===== src/rtl/aes_shiftrows_stream.sv =====
// aes_shiftrows_stream: byte-serial AES ShiftRows permutation unit.
// Buffers one 16-element state, then replays it in ShiftRows order.
// Ports: clk, rst_n (async, active-low), flush (sync abort);
//   in_valid/in_ready/in_data  : element stream in, state byte 0 first;
//   out_valid/out_ready/out_data/out_last : permuted stream out.
// Option: define AES_SHIFTROWS_INV_EN to add input inv, which selects
//   the inverse map for a block (sampled on entry to DRAIN).
module aes_shiftrows_stream #(
  parameter int BW = 8
) (
  input  logic          clk,
  input  logic          rst_n,
  input  logic          flush,
`ifdef AES_SHIFTROWS_INV_EN
  input  logic          inv,
`endif
  input  logic          in_valid,
  output logic          in_ready,
  input  logic [BW-1:0] in_data,
  output logic          out_valid,
  input  logic          out_ready,
  output logic [BW-1:0] out_data,
  output logic          out_last
);

  typedef enum logic {
    FILL,
    DRAIN
  } state_t;

  state_t        state;
  state_t        state_nx;
  logic [3:0]    wr_cnt;
  logic [3:0]    rd_cnt;
  logic [BW-1:0] mem [16];
  logic          acc;
  logic          hs;
  logic          fill_done;
  logic          inv_q;
  logic [1:0]    row;
  logic [1:0]    col;
  logic [1:0]    src_col;
  logic [3:0]    src;

  // Moore handshakes: acceptance depends only on state,
  // never on the ready/valid being driven back at us.
  assign acc       = in_valid & (state == FILL);
  assign hs        = out_ready & (state == DRAIN);
  assign fill_done = acc & (wr_cnt == 4'd15);

  always_ff @(posedge clk or negedge rst_n) begin
    if (!rst_n) begin
      state <= FILL;
    end else begin
      state <= state_nx;
    end
  end

  always_comb begin
    state_nx  = state;
    in_ready  = 1'b0;
    out_valid = 1'b0;
    out_last  = 1'b0;
    unique case (state)
      FILL: begin
        in_ready = 1'b1;
        if (fill_done) begin
          state_nx = DRAIN;
        end
      end
      DRAIN: begin
        out_valid = 1'b1;
        out_last  = (rd_cnt == 4'd15);
        if (hs && rd_cnt == 4'd15) begin
          state_nx = FILL;
        end
      end
      default: state_nx = FILL;
    endcase
    if (flush) begin
      state_nx = FILL;
    end
  end

  always_ff @(posedge clk or negedge rst_n) begin
    if (!rst_n) begin
      wr_cnt <= 4'd0;
      rd_cnt <= 4'd0;
    end else if (flush) begin
      wr_cnt <= 4'd0;
      rd_cnt <= 4'd0;
    end else begin
      if (acc) begin
        wr_cnt <= wr_cnt + 4'd1;
      end
      if (hs) begin
        rd_cnt <= rd_cnt + 4'd1;
      end
    end
  end

  // Storage only; never read outside DRAIN, so no reset.
  always_ff @(posedge clk) begin
    if (acc && !flush) begin
      mem[wr_cnt] <= in_data;
    end
  end

`ifdef AES_SHIFTROWS_INV_EN
  always_ff @(posedge clk or negedge rst_n) begin
    if (!rst_n) begin
      inv_q <= 1'b0;
    end else if (fill_done && !flush) begin
      inv_q <= inv;
    end
  end
`else
  assign inv_q = 1'b0;
`endif

  // k = 4*c + r; source column wraps mod 4 in 2 bits.
  assign row = rd_cnt[1:0];
  assign col = rd_cnt[3:2];

  always_comb begin
    src_col = col + row;
    unique case (1'b1)
      inv_q:   src_col = col - row;
      default: src_col = col + row;
    endcase
  end

  assign src = {src_col, row};

  // Gated so the port never shows X from the unreset buffer.
  assign out_data = (state == DRAIN) ? mem[src] : '0;

endmodule


===== config.mk =====
export PLATFORM = sky130hd
export DESIGN_NAME = aes_shiftrows_stream
export DESIGN_NICKNAME = d
export VERILOG_FILES = /design/src/rtl/aes_shiftrows_stream.sv
export SDC_FILE = /design/constraint.sdc
export NUM_CORES = 1
export LEC_CHECK = 0
export ABC_AREA = 0
export CAP_MARGIN = 20
export CORE_ASPECT_RATIO = 0.7
export CORE_MARGIN = 2
export CORE_UTILIZATION = 56
export DETAILED_ROUTE_END_ITERATION = 16
export PLACE_DENSITY_LB_ADDON = 0.05
export SYNTH_ARGS = -nofsm -noshare
export SYNTH_HDL_FRONTEND = slang
export SYNTH_SLANG_ARGS = --single-unit

===== constraint.sdc =====
create_clock -name clk -period 2.76 [get_ports clk]
set_input_delay 0.414 -clock clk [delete_from_list [all_inputs] [get_ports clk]]
set_output_delay 0.414 -clock clk [all_outputs]
set_load 0.05 [all_outputs]

==> reports/metrics.cfg <==
[flow_run]
max_cap_violations = 0

[cells_and_area]
drive_above_1_share = 0.290
area_delta_synth_final_pct = 20.7
final_cell_area_um2 = 6620
nets = 344
antenna_cells_inserted = 0

[clocking]
path_clk_slew_ns = 0.06
h-tree-depth = 4
postCtsHoldBufs = 0
tritoncts = built
clk_path_buf_depth = 2
cts.sinks = 137
worst_skew_pair.late_latency_ns = 0.41
cts-buffers-inserted = 17
clockRootBuffer = clkbuf_16

[synthesis]
synthDistinctLibCells = 30
syn_inst = 272
synth_seq_area_share = 0.742
synth_top_area_share = 0.701
syn_area_per_cell_um2 = 20.2
synthMostInstantiatedCell = edfxtp_1
synth_area_um2 = 5490
synth_fp_nets = 291
async_reset_ff_frac = 0.0657
synth_edf_count = 128
yosys.area.top_type = edfxtp_1
ys_ff_latch = 137
ys_warn_count = 0
synth.top_cells.by_count = edfxtp_1, mux4_2, nor2_1, mux2i_1, dfrtp_1
synthTopCellsByArea = edfxtp_1, mux4_2, dfrtp_1
synthFlopType = edfxtp_1

[route]
drc = 0
routed-wl-met3_um = 726
ant_nets = 0
vias_per_cell = 5.87
routed.top_layer = met4
wl_met1_um = 4770
drtIter0Drc = 221
dr_wl_met2_um = 5110
wl_um = 10700
routedWlPerCell_um = 22.9
dr.pass1.iters = 4
vias = 2734

[timing]
fmax_ghz = 0.374
fin_crit_sh = 0.968
setup_viol = 0
worstMarginPinSlew_ns = 0.576
min_period_ns = 2.67
final.setup_skew_ns = 0.00752
hold_violations = 0
rsz0062_at_grt = no
finalSetupTns_ns = 0
relSlewSlack = 0.615
slew_viol_final = 0

[floorplanning]
die_y_um = 86.8
start_util = 0.571
design.core.area_um2 = 9610
die_w_um = 122
row_count = 30
io_pins = 24
dieArea_um2 = 10600

[pwr]
p_total_w = 0.00433
ir_drop_uv = 494
p_leak_nw = 2.25
pwr_density_cell_nw_per_um2 = 653

[grt]
antenna_found_initial = 0
grt_pass1_wl_um = 16500
grt_pass1_vias = 2834
track_usage = 0.226
grt_overflow = 0
grt_max_degree = 28

[worst_setup_path]
cp.arrival_ns = 2.26
r2r_end = mem[1][6]$_DFFE_PP_
crit_path_start = rd_cnt[0]$_DFFE_PN0P_
crit_required_ns = 2.35
end_kind = output pin
critPathLaunchType = flip-flop
reg2reg_slack_ns = 0.85
critPathMaxFanout = 5
critical_path_class = flip-flop to output pin
reg2reg_from = state$_DFF_PN0_
reg2reg_depth = 4

[place]
port_buffers = 23
dp_hpwl_um = 6940
gp_congestion = 0.797
placed_cell_area_um2 = 6080

[outcome]
status = complete, no violations

[min_path]
hold_class = input port to async pin

[worst max-delay path by stage]
stage	endpoint	slack, ns	cells after the start
final	out_data[6]	0.09	5
after global routing	out_data[6]	0.003	5
after CTS	out_data[6]	0.03	5
after detailed placement	out_data[6]	0.47	5
after global placement	out_data[6]	0.49	5
after floorplan	out_data[0]	0.29	5
[state kept, by name (all words and copies together) (netlist names)]
signal,cells
mem,128
rd_cnt,4
wr_cnt,4
state,1
[cell usage in the layout (no fill, tap or decap), drive strengths merged, types with 3 or more instances in the layout]
cell type      count
nand2              8
buf               32
mux4              32
nor2              17
edfxtp           128
clkdlybuf4s50     14
clkinv            11
nand3              4
nand2b             4
clkbuf            19
dfrtp              9
inv                4
o22ai              7
mux2i             15
xor2               3
ha                 6
nor3               4
a21oi              3
[critical path, cell delays in order, from the launching register on]
cell and delay (ns):
dfrtp_2 0.46, ha_2 0.40, mux4_2 0.29, or3b_1 0.38
o2111a_1 0.17, buf_12 0.16
[power breakdown]
part	switching (W)	internal [W]
sequential	0.00000761	0.00229
combinational	0.0000603	0.0000353
clock	0.000801	0.00113
[area by class of cell]
type                       count  area [µm²]
clock buffer                  18         429
clock inverter                14        83.8
fill                         677        2990
inverter                       3        11.3
multi-input combinational    119        1340
sequential                   137        4070
tap                          128         160
timing repair buffer          47         531
[cells by family after synthesis]
| kind of cell | count (synthesis) | share of synthesized area |
|---|---|---|
| flops | 137 | 0.742 |
| mux | 48 | 0.161 |
| buf+inv | 16 | 0.0153 |
| fa+ha+maj | 6 | 0.0137 |
| simple gates | 45 | 0.0399 |
| compound gates | 14 | 0.0162 |
| xor+xnor | 6 | 0.0123 |
[per-stage QoR]
stage / hold slack, ns / utilization / std cells / setup WS, ns
2_1_floorplan: 0.118 / - / 272 / 0.290
3_5_place_dp: 0.602 / 0.633 / 433 / 0.475
5_1_grt: 0.373 / 0.689 / 466 / 0.00258
6_report: 0.346 / 0.689 / 466 / 0.0875
4_1_cts: 0.333 / 0.686 / 465 / 0.0308
3_3_place_gp: 0.597 / 0.633 / 433 / 0.487
[layer usage]
metal  global-route usage  vias to the layer above
met5                    0                        -
met4               0.0763                        0
met3               0.0533                        5
met2                0.340                       81
met1                0.332                     1431
li1                     -                     1217
[timing repair]
item,in CTS,in global routing
gates resized for setup,0,1
buffers inserted,0,0
endpoints found under the setup margin,0,1
Note: power is estimated with default switching activity, not from simulation.
